**src/rtl/dds_lut_sched.sv**
```systemverilog
// Two-channel DDS sharing one quarter-wave sine LUT; four-cycle schedule per sample tick.
// Optional square-wave output per channel when DDS_SQUARE_EN is defined (adds wave_sel).
module dds_lut_sched #(
  parameter int ACC_W = 32
) (
  input  logic             clk,
  input  logic             rst,
  input  logic             en,
  input  logic             tick,
  input  logic             phase_clr,
  input  logic             cfg_wr,
  input  logic [1:0]       cfg_sel,
  input  logic [ACC_W-1:0] cfg_data,
  output logic             cfg_ack,
  output logic [5:0]       lut_addr,
  input  logic [8:0]       lut_data,
`ifdef DDS_SQUARE_EN
  input  logic [1:0]       wave_sel,
`endif
  output logic [9:0]       out_a,
  output logic [9:0]       out_b,
  output logic             sample_valid,
  output logic             busy,
  output logic             overrun
);

  typedef enum logic [1:0] {IDLE, ACC, RD_A, RD_B} state_t;

  state_t           state;
  logic [ACC_W-1:0] acc_a, acc_b, fw_a, fw_b;
  logic [7:0]       phoff_a, phoff_b;
  logic             pend_vld, pend_clr;
  logic [1:0]       pend_sel;
  logic [ACC_W-1:0] pend_data;
  logic [7:0]       p_b_q;
  logic             neg_a;
  logic [8:0]       mag_a;

  logic [7:0]       p_a, p_b;
  logic             apply_cfg;
  logic [1:0]       wr_sel;
  logic [ACC_W-1:0] wr_data;
  logic [9:0]       samp_a, samp_b;

  // Quadrant fold: odd quadrants walk the table backwards (63 - idx == ~idx).
  function automatic logic [5:0] fold(input logic [7:0] p);
    return p[6] ? ~p[5:0] : p[5:0];
  endfunction

  function automatic logic [9:0] unfold(input logic neg, input logic [8:0] mag);
    return neg ? {1'b0, ~mag} : {1'b1, mag};
  endfunction

  assign p_a = acc_a[ACC_W-1 -: 8] + phoff_a;
  assign p_b = acc_b[ACC_W-1 -: 8] + phoff_b;

  // A held write takes priority; otherwise a write arriving in IDLE is applied directly.
  assign apply_cfg = (state == IDLE) && (pend_vld || cfg_wr);
  assign wr_sel    = pend_vld ? pend_sel  : cfg_sel;
  assign wr_data   = pend_vld ? pend_data : cfg_data;
  assign cfg_ack   = apply_cfg;
  assign busy      = (state != IDLE);

`ifdef DDS_SQUARE_EN
  assign samp_a = wave_sel[0] ? (neg_a    ? 10'h000 : 10'h3FF) : unfold(neg_a, mag_a);
  assign samp_b = wave_sel[1] ? (p_b_q[7] ? 10'h000 : 10'h3FF) : unfold(p_b_q[7], lut_data);
`else
  assign samp_a = unfold(neg_a, mag_a);
  assign samp_b = unfold(p_b_q[7], lut_data);
`endif

  // NOTE: all state below uses non-blocking assignments so every register sees pre-edge values.
  always_ff @(posedge clk or posedge rst) begin
    if (rst) begin
      state        <= IDLE;
      acc_a        <= '0;
      acc_b        <= '0;
      fw_a         <= '0;
      fw_b         <= '0;
      phoff_a      <= '0;
      phoff_b      <= '0;
      pend_vld     <= 1'b0;
      pend_clr     <= 1'b0;
      pend_sel     <= '0;
      pend_data    <= '0;
      p_b_q        <= '0;
      neg_a        <= 1'b0;
      mag_a        <= '0;
      lut_addr     <= '0;
      out_a        <= 10'h200;
      out_b        <= 10'h200;
      sample_valid <= 1'b0;
      overrun      <= 1'b0;
    end else begin
      sample_valid <= 1'b0;
      overrun      <= 1'b0;

      if (state != IDLE) begin
        if (cfg_wr && !pend_vld) begin
          pend_vld  <= 1'b1;
          pend_sel  <= cfg_sel;
          pend_data <= cfg_data;
        end
        if (phase_clr) pend_clr <= 1'b1;
        if (tick && en) overrun <= 1'b1;
      end

      case (state)
        IDLE: begin
          if (apply_cfg) begin
            case (wr_sel)
              2'd0: fw_a    <= wr_data;
              2'd1: phoff_a <= wr_data[7:0];
              2'd2: fw_b    <= wr_data;
              2'd3: phoff_b <= wr_data[7:0];
              default: ;
            endcase
            pend_vld <= 1'b0;
          end
          if (phase_clr || pend_clr) begin
            acc_a    <= '0;
            acc_b    <= '0;
            pend_clr <= 1'b0;
          end
          if (tick && en) state <= ACC;
        end
        ACC: begin
          acc_a    <= acc_a + fw_a;
          acc_b    <= acc_b + fw_b;
          lut_addr <= fold(p_a);
          neg_a    <= p_a[7];
          p_b_q    <= p_b;
          state    <= RD_A;
        end
        RD_A: begin
          mag_a    <= lut_data;
          lut_addr <= fold(p_b_q);
          state    <= RD_B;
        end
        RD_B: begin
          out_a        <= samp_a;
          out_b        <= samp_b;
          sample_valid <= 1'b1;
          state        <= IDLE;
        end
        default: state <= IDLE;
      endcase
    end
  end

endmodule

```
**config.mk**
```make
export PLATFORM = sky130hd
export DESIGN_NAME = dds_lut_sched
export DESIGN_NICKNAME = d
export VERILOG_FILES = /design/src/rtl/dds_lut_sched.sv
export SDC_FILE = /design/constraint.sdc
export NUM_CORES = 1
export LEC_CHECK = 0
export BUFFER_PORTS_ARGS = -buffer_cell sky130_fd_sc_hd__clkbuf_2
export CORE_MARGIN = 2
export CORE_UTILIZATION = 40
export CTS_CLUSTER_DIAMETER = 80
export DETAILED_ROUTE_END_ITERATION = 7
export GPL_ROUTABILITY_DRIVEN = 1
export PLACE_DENSITY = 0.52
export SLEW_MARGIN = 0
export SYNTH_ARGS = -nofsm -noshare
export SYNTH_HDL_FRONTEND = slang
export SYNTH_SLANG_ARGS = --single-unit
```
**constraint.sdc**
```tcl
create_clock -name clk -period 11.57 [get_ports clk]
set_input_delay 2.314 -clock clk [delete_from_list [all_inputs] [get_ports clk]]
set_output_delay 2.314 -clock clk [all_outputs]
set_load 0.005 [all_outputs]
```
== Word level (Yosys, flattened, before mapping) ==
Cells that the tools add are included.
Storage, ports and cells
  output and inout port bits: 30
  word-level logic and storage cells: 75
  register bits: 228
  input bits: 49
Operators by class
  reduce and logical (&&, ||, !) cells: 17
  mux-type cells: 23
  add/subtract/negate cells: 4
  equal/unequal tests: 8
  bitwise operators: 4
Operator list (number)
  $pmux 32 s2: 2
  $add 32x32->32: 2
  $mux 32: 2
  $mux 10: 2
  $not 9->9: 2
  $add 8x8->8: 2
  $mux 6: 2
  $not 6->6: 2
  $pmux 6 s2: 1
  $reduce_and 3->1: 4
  $mux 1: 11
  $eq 2x2->1 const B: 4
  $pmux 2 s4: 1
  $reduce_bool 2->1: 3
  $eq 2x1->1 const B: 2
  $logic_not 2->1: 2
  $mux 2: 2
  $ne 2x1->1 const B: 2
  $reduce_and 2->1: 2
  $logic_and 1x1->1: 3
  $logic_or 1x1->1: 2
  $logic_not 1->1: 1

== Depth between registers and ports, before layout ==
Gate-level depths: netlist of the first run.
  depth after elaboration: 6
  mapped depth: 12
  mapped depth without buffers: 12

== Worst setup path after synthesis of the first run ==
OpenSTA, ideal clock, no wires.
  kind: in2out
  start: in cfg_wr
  end: out cfg_ack
  setup slack: 6.638 ns
  path buffers: 0
  stages on the path: 2
  required time: 9.256 ns
  data arrival time: 2.618 ns
  cells stage by stage: o21ai_0 inv_1
Between the ends
  word-level cells in the longest chain between the ends: 2
Ends and longest elaborated chain
  start, declared: RTL line 11  | input logic cfg_wr,
  $logic_or 1x1->1: RTL line 58  | assign apply_cfg = (state == IDLE) && (pend_vld || cfg_wr);
  $logic_and 1x1->1: RTL line 58
  end, declared: RTL line 14  | output logic cfg_ack,
No other way between the ends.

== Final worst setup path of the first run ==
Same ends and word-level chain as after synthesis.

==> summary.txt, run 1 <==
Outcome = complete, no violations
DR vias = 9258
Final hold violation count = 0
First-pass GRT wire length = 49300 um
IO Count = 79
Syn. warnings = 0
Most frequent cells in the layout = dfrtp_1, nand2_1, a21oi_1
Die Width = 181 um
Worst slew margin = 29.3%
Die H = 181 um
Buffers on Ports = 78
Total GRT Usage = 18.3%
Post-synthesis area per instance = 9.79 sq um
Multiplexer share of the synthesized area = 7.50%
Final worst clock skew = 0.0249 ns
Synth top area share = 45.0%
Critical path buffers and inverters = 3
Antenna diodes = 0
Power per standard cell area = 329 mW/mm^2
Crit-path max FO = 3
Crit path max-delay family = buffers and inverters
Critical-path cell list = clkbuf_2 > o21ai_0 > inv_1 > clkbuf_2
Post-layout util = 46.3%
Clk_lat worst skew = 0.55 ns
Maximum VDD drop = 0.134 mV
Synth Area in Compound Gates = 17.8%
Setup crit end kind = primary output
Max clock buf depth = 3
Post-Syn Nets = 1418
ANT nets after route = 0
Clock root buffer = clkbuf_16
RSZ-0062 raised after global routing = no
Clock sink count = 228
Ys flop type = dfrtp_1
Nets@finish = 1482
Leakage = 6.61 nW
Worst Path Required = 9.26 ns
Most common cell after layout, fill and taps aside = dfrtp_1
Pwr Total = 0.00468 W
RePlAce Congestion = 0.800
WHS Path Cells = 2
Share of cells above drive strength 1 = 14.9%
Min cycle time layout = 5.34 ns
Post-Synth Adder-Cell Area = 8.59%
Drt pass-1 iters = 7
Crit-path most repeated cell = clkbuf_2
Simple-Gate Fraction of Synth Area = 11.3%
Setup crit start kind = input pin
Final Cycle Share = 46.2%
Wirelength per Cell = 16.6 um
Site row count = 64
Crit Path Category = input pin to primary output
Full die area = 0.0329 sq mm
#FFs+latches synth = 228
TritonCTS buffer count = 27
Htree depth = 1
DR iter-0 viols = 466
Placed Area = 0.0133 sq mm
Area grow syn2layout = 13.2%
Post-synthesis cell type count = 72
FF-to-FF path depth = 12
Hold Buf Count CTS = 0
EDFF count, synth = 0
Slew Limit Fails = 0
Pin count of the biggest net entering global routing = 100
Vias in the first global route = 9364
Post-synth top area cell = dfrtp_1
Sequential element share of the synthesized area = 45.4%
Largest family of logic cells by synthesized area = compound AO/OA/AOI/OAI gates
Setup TNS = 0 ns
Drt drc = 0
Highest clock rate = 0.187 GHz
Initial antenna violation count = 0
Cts repair resizes = 0
Starting Density = 40.9%
Slowest-stage cell, CP = o21ai_0
Cell Area, Synth = 0.0126 sq mm
CTS tree = yes
Finished Cell Area = 0.0142 sq mm
Synth area leaders = dfrtp_1, ha_1, a21oi_1, o21ai_0, mux2_2
Hold Crit Start = out_a[9]$_DFFE_PP1P_
RR Startpoint = fw_b[0]$_DFFE_PP0P_
Clk slew on worst S/H paths = 0.06 ns
Grt ovf = 0
XOR/XNOR Fraction of Synth Area = 6.27%
Placeable Area = 0.0307 sq mm
Slew @ Worst Pin = 1.06 ns
Post-DP HPWL = 20100 um
Hold WS = 0.475 ns
Post-CTS Setup Bufs = 0
Crit path largest cell delay = 0.33 ns
Final setup violation count = 0
Mapped Cells = 1285
CP startpoint = cfg_wr
Worst hold path type = flop to flop
CP arrival = 3.03 ns
Max-cap viol count = 0
Drt total wl = 29200 um
Via density = 5.26
Layout filler cell count = 3003
Post-synth ARST share = 100%
Critical path depth = 4
-- synth_stat cells (all sizes together) (6+ instances only) --
library cell and instances:
a211oi 7, a21o 32, a21oi 127, a22o 6
a31oi 8, and3 7, buf 8, clkbuf 45
dfrtp 226, ha 80, inv 46, mux2 50
mux2i 38, nand2 131, nand2b 6, nand3 16
nand4 7, nor2 119, nor2b 6, nor3 14
o211ai 6, o21a 11, o21ai 123, o21bai 8
o31ai 7, or3 6, xnor2 62, xor2 28
-- through the flow --
step | cells | setup slack (ns)
6_report | 1761 | 6.23
5_1_grt | 1761 | 6.17
4_1_cts | 1761 | 6.23
3_5_place_dp | 1716 | 6.24
3_3_place_gp | 1716 | 6.24
2_1_floorplan | 1285 | 3.01
-- routing by layer --
| metal | routed length, um | track usage, % | part of all wire (%) |
|---|---|---|---|
| met1 | 14200 | 25.7 | 49 |
| met2 | 13300 | 30.5 | 46 |
| met3 | 961 | 2.34 | 3.3 |
| met4 | 613 | 4.00 | 2.1 |
| met5 | 0 | 0 | 0 |
-- worst paths after layout --
path | to | slack, ns
worst min register to register | out_a[9]$_DFFE_PP1P_ | 0.48
worst max-delay path | cfg_ack | 6.23
worst max register to register | acc_b[30]$_DFFE_PP0P_ | 8.18
max in group asynchronous | fw_b[27]$_DFFE_PP0P_ | 8.33
min in group asynchronous | pend_data[8]$_DFFE_PP0P_ | 1.86
worst min-delay path | out_a[9]$_DFFE_PP1P_ | 0.48
-- cell families after synthesis --
family,count (synthesis)
compound gates,367
simple gates,329
flops,228
buf+inv,99
xor+xnor,90
mux,88
fa+ha+maj,84
-- area by class of cell --
cell class	count	area, sq um	share of cell area (%)
clock inverter	10	113	0.791
tap	396	495	3.48
sequential	228	5710	40.1
inverter	46	180	1.27
timing repair buffer	88	465	3.27
multi-input combinational	958	6500	45.6
clock buffer	35	776	5.45
-- worst reg2reg max path: cells and delay by family (launching register included) --
family          cells  cell delay [ns]
simple gates        2             0.30
fa+ha+maj           2             0.61
compound gates      7             1.94
buf+inv             1             0.06
flops               1             0.36
-- state kept, by name (all words and copies together), names as in the netlist, 6 cells and up --
signal	cells
phoff_b	8
fw_a	32
p_b_q	8
lut_addr	6
out_b	10
pend_data	32
out_a	10
acc_a	32
phoff_a	8
fw_b	32
acc_b	32
mag_a	9
-- where the power goes --
part / switching, W / leakage (nW) / internal, W / total [W]
registers: 0.000242 / 2.75 / 0.00118 / 0.00142
logic: 0.00138 / 3.41 / 0.00104 / 0.00241
clock network: 0.000341 / 0.437 / 0.000512 / 0.000853
No activity file was read; power rests on OpenSTA's default activity.
==> run 2: changes to the inputs <==
--- a/config.mk
+++ b/config.mk
@@ -5,13 +5,14 @@
 export SDC_FILE = /design/constraint.sdc
 export NUM_CORES = 1
 export LEC_CHECK = 0
+export ABC_AREA = 1
 export BUFFER_PORTS_ARGS = -buffer_cell sky130_fd_sc_hd__clkbuf_2
 export CORE_MARGIN = 2
 export CORE_UTILIZATION = 40
 export CTS_CLUSTER_DIAMETER = 80
 export DETAILED_ROUTE_END_ITERATION = 7
 export GPL_ROUTABILITY_DRIVEN = 1
-export PLACE_DENSITY = 0.52
+export PLACE_DENSITY = 0.54
 export SLEW_MARGIN = 0
 export SYNTH_ARGS = -nofsm -noshare
 export SYNTH_HDL_FRONTEND = slang
==> constraint.sdc (replaced) <==
create_clock -name clk -period 4.8 [get_ports clk]
set_input_delay 0.96 -clock clk [delete_from_list [all_inputs] [get_ports clk]]
set_output_delay 0.96 -clock clk [all_outputs]
set_load 0.005 [all_outputs]
==> summary.txt, run 2 <==
Outcome = complete, no violations
TritonCTS buffer count = 29 (+7.4%)
Placeable Area = 0.0357 sq mm (+16%)
Worst Path Required = 5.29 ns (-3.97 ns)
Final setup violation count = 0 (unchanged)
Drt total wl = 38500 um (+32%)
Slew Limit Fails = 0 (unchanged)
Post-layout util = 46.2% (-0.14 points)
Final hold violation count = 0 (unchanged)
Post-synth top cells = nand2_1, inv_1, dfrtp_1
Met3 track utilization from global routing = 2.36% (+0.022 points)
Crit path max-delay family = buffers and inverters
RePlAce Congestion = 0.893 (+12%)
Full die area = 0.0379 sq mm (+15%)
Via density = 4.84 (-7.9%)
Vias in the first global route = 11829 (+26%)
Setup crit end kind = flop
Leakage = 9.22 nW (+40%)
DR vias = 12431 (+34%)
Crit Path Category = flop to flop
Setup crit start kind = flop
DR iter-0 viols = 686 (+47%)
Ys flop type = dfrtp_1
Layout filler cell count = 3649 (+22%)
Power per standard cell area = 726 mW/mm^2 (+120%)
Maximum VDD drop = 0.369 mV (+180%)
Non-filler cells, final = 2566 (+46%)
Max-cap viol count = 0 (unchanged)
Starting Density = 40.7% (-0.16 points)
Min cycle time layout = 3.08 ns
Share of cells above drive strength 1 = 11.3% (-3.7 points)
Antenna diodes = 0 (unchanged)
GR met1 Demand/Resource = 30.2% (+4.5 points)
GR peak layer = met2
Setup TNS = 0 ns (unchanged)
Max clock buf depth = 3 (unchanged)
Grt ovf = 0 (unchanged)
Met2 usage = 33.1% (+2.6 points)
IO Count = 79 (unchanged)
Critical path buffers and inverters = 2 (-1)
RSZ-0062 raised after global routing = no
Die H = 195 um (+7.3%)
Drt pass-1 iters = 5 (-2)
Drt drc = 0 (unchanged)
Most frequent cells in the layout = nand2_1, inv_1, dfrtp_1
Wirelength per Cell = 15.0 um (-9.4%)
Slowest-stage cell, CP = inv_2
Pin count of the biggest net entering global routing = 74 (-26%)
CTS tree = yes
Htree depth = 1 (unchanged)
Area grow syn2layout = 13.3% (about the same)
Final worst clock skew = 0.0106 ns (-0.0143 ns)
Synth area leaders = dfrtp_1, nand2_1, inv_1, ha_1, mux2_2
#FFs+latches synth = 228 (unchanged)
Post-CTS Setup Bufs = 0 (unchanged)
Clock root buffer = clkbuf_16
Mapped Cells = 2011 (+56%)
Post-Place Cells = 2512 (+46%)
ANT nets after route = 0 (unchanged)
Crit path largest cell delay = 1.05 ns (+0.72 ns)
Post-Syn Nets = 2144 (+51%)
Worst hold path type = flop to flop
Clock sink count = 228 (unchanged)
Clk_lat worst skew = 0.57 ns (+0.02 ns)
Clk slew on worst S/H paths = 0.06 ns (about the same)
Post-synthesis cell type count = 38 (-47%)
Final Cycle Share = 64.2%
Post-synthesis area per instance = 7.22 sq um (-26%)
Total GRT Usage = 20.7% (+2.4 points)
Die Width = 195 um (+7.3%)
Slew @ Worst Pin = 1.18 ns (+0.118 ns)
Hold Buf Count CTS = 0 (unchanged)
Crit-path max FO = 49 (+46)
Hold WS = 0.482 ns (+0.00650 ns)
Post-synth top area cell = dfrtp_1
Nets@finish = 2215 (+49%)
Cell Area, Synth = 0.0145 sq mm (+15%)
CP arrival = 3.57 ns (+0.54 ns)
Initial antenna violation count = 0 (unchanged)
Post-synth ARST share = 100% (unchanged)
Worst slew margin = 20.6% (-8.7 points)
Synth top area share = 38.9% (-6.0 points)
Buffers on Ports = 78 (unchanged)
Site row count = 69 (+7.8%)
Highest clock rate = 0.324 GHz
Cts repair resizes = 0 (unchanged)
First-pass GRT wire length = 62800 um (+27%)
Post-DP HPWL = 29100 um (+45%)
Pwr Total = 0.0120 W (+160%)
EDFF count, synth = 0 (unchanged)
Most common cell after layout, fill and taps aside = nand2_1
Most frequent cell after synthesis = nand2_1
Sequential element share of the synthesized area = 39.3% (-6.1 points)
Critical-path cell list = inv_1 > ha_1 > nand2_1 > inv_2 > o21ai_0 > o21ai_0
Crit-path most repeated cell = o21ai_0
Syn. warnings = 0 (unchanged)
[run 2: cell families (layout without fill, tap and decap cells)]
| family | Yosys count | in the layout | synth area share (%) |
|---|---|---|---|
| buffers and inverters | 369 | 463 | 9.76 |
| AND/OR/NAND/NOR | 1001 | 1001 | 27.6 |
| multiplexers | 76 | 76 | 5.89 |
| flip-flops | 228 | 228 | 39.3 |
| adder cells (fa/ha/maj) | 84 | 84 | 7.44 |
| XOR/XNOR | 32 | 32 | 1.93 |
| AO/OA/AOI/OAI | 221 | 221 | 8.14 |
[run 2: power breakdown]
part / switching [W] / internal, W
Sequential: 0.000618 / 0.00280
Clock: 0.000915 / 0.00151
Combinational: 0.00388 / 0.00222
[run 2: final timing paths]
path | endpoint | startpoint | cells past startpoint | slack [ns]
setup / recovery | acc_b[14]$_DFFE_PP0P_ | state[1]$_DFFE_PP0P_ | 6 | 1.72
hold / removal | out_b[4]$_DFFE_PP0P_ | out_b[4]$_DFFE_PP0P_ | 2 | 0.48
setup reg to reg | acc_b[14]$_DFFE_PP0P_ | state[1]$_DFFE_PP0P_ | 6 | 1.72
hold reg to reg | out_b[4]$_DFFE_PP0P_ | out_b[4]$_DFFE_PP0P_ | 2 | 0.48
max in group asynchronous | pend_data[23]$_DFFE_PP0P_ | rst | 3 | 3.21
min in group asynchronous | acc_a[6]$_DFFE_PP0P_ | rst | 2 | 0.51
[run 2: layer usage]
metal  up-vias  share of wire, %
met2       247                44
met5         -                 0
li1       6425                 -
met4         0               2.0
met1      5710                50
met3        49               3.8
[run 2: worst reg2reg max path: cells and delay by family, from the launching register on]
| family | cells | cell delay (ns) |
|---|---|---|
| flip-flops | 1 | 0.41 |
| AND/OR/NAND/NOR | 1 | 0.56 |
| adder cells (fa/ha/maj) | 1 | 0.42 |
| AO/OA/AOI/OAI | 2 | 0.47 |
| buffers and inverters | 2 | 1.14 |
[run 2: cell type report]
class                   count  area, sq um  area share (%)
multi-input cells        1414         7420            45.1
flip-flops and latches    228         5710            34.7
inverters                 322         1210            7.37
clock buffers              33          751            4.56
well taps                 461          577            3.50
repair buffers             87          470            2.86
clock inverters            21          315            1.92
[run 2: stage by stage]
stage / instance area, sq um / setup slack, ns
after global routing: 16500 / 1.32
final: 16500 / 1.72
after CTS: 16500 / 1.66
after detailed placement: 15400 / 1.44
after global placement: 15400 / 1.53
after floorplan: 14500 / 0.862
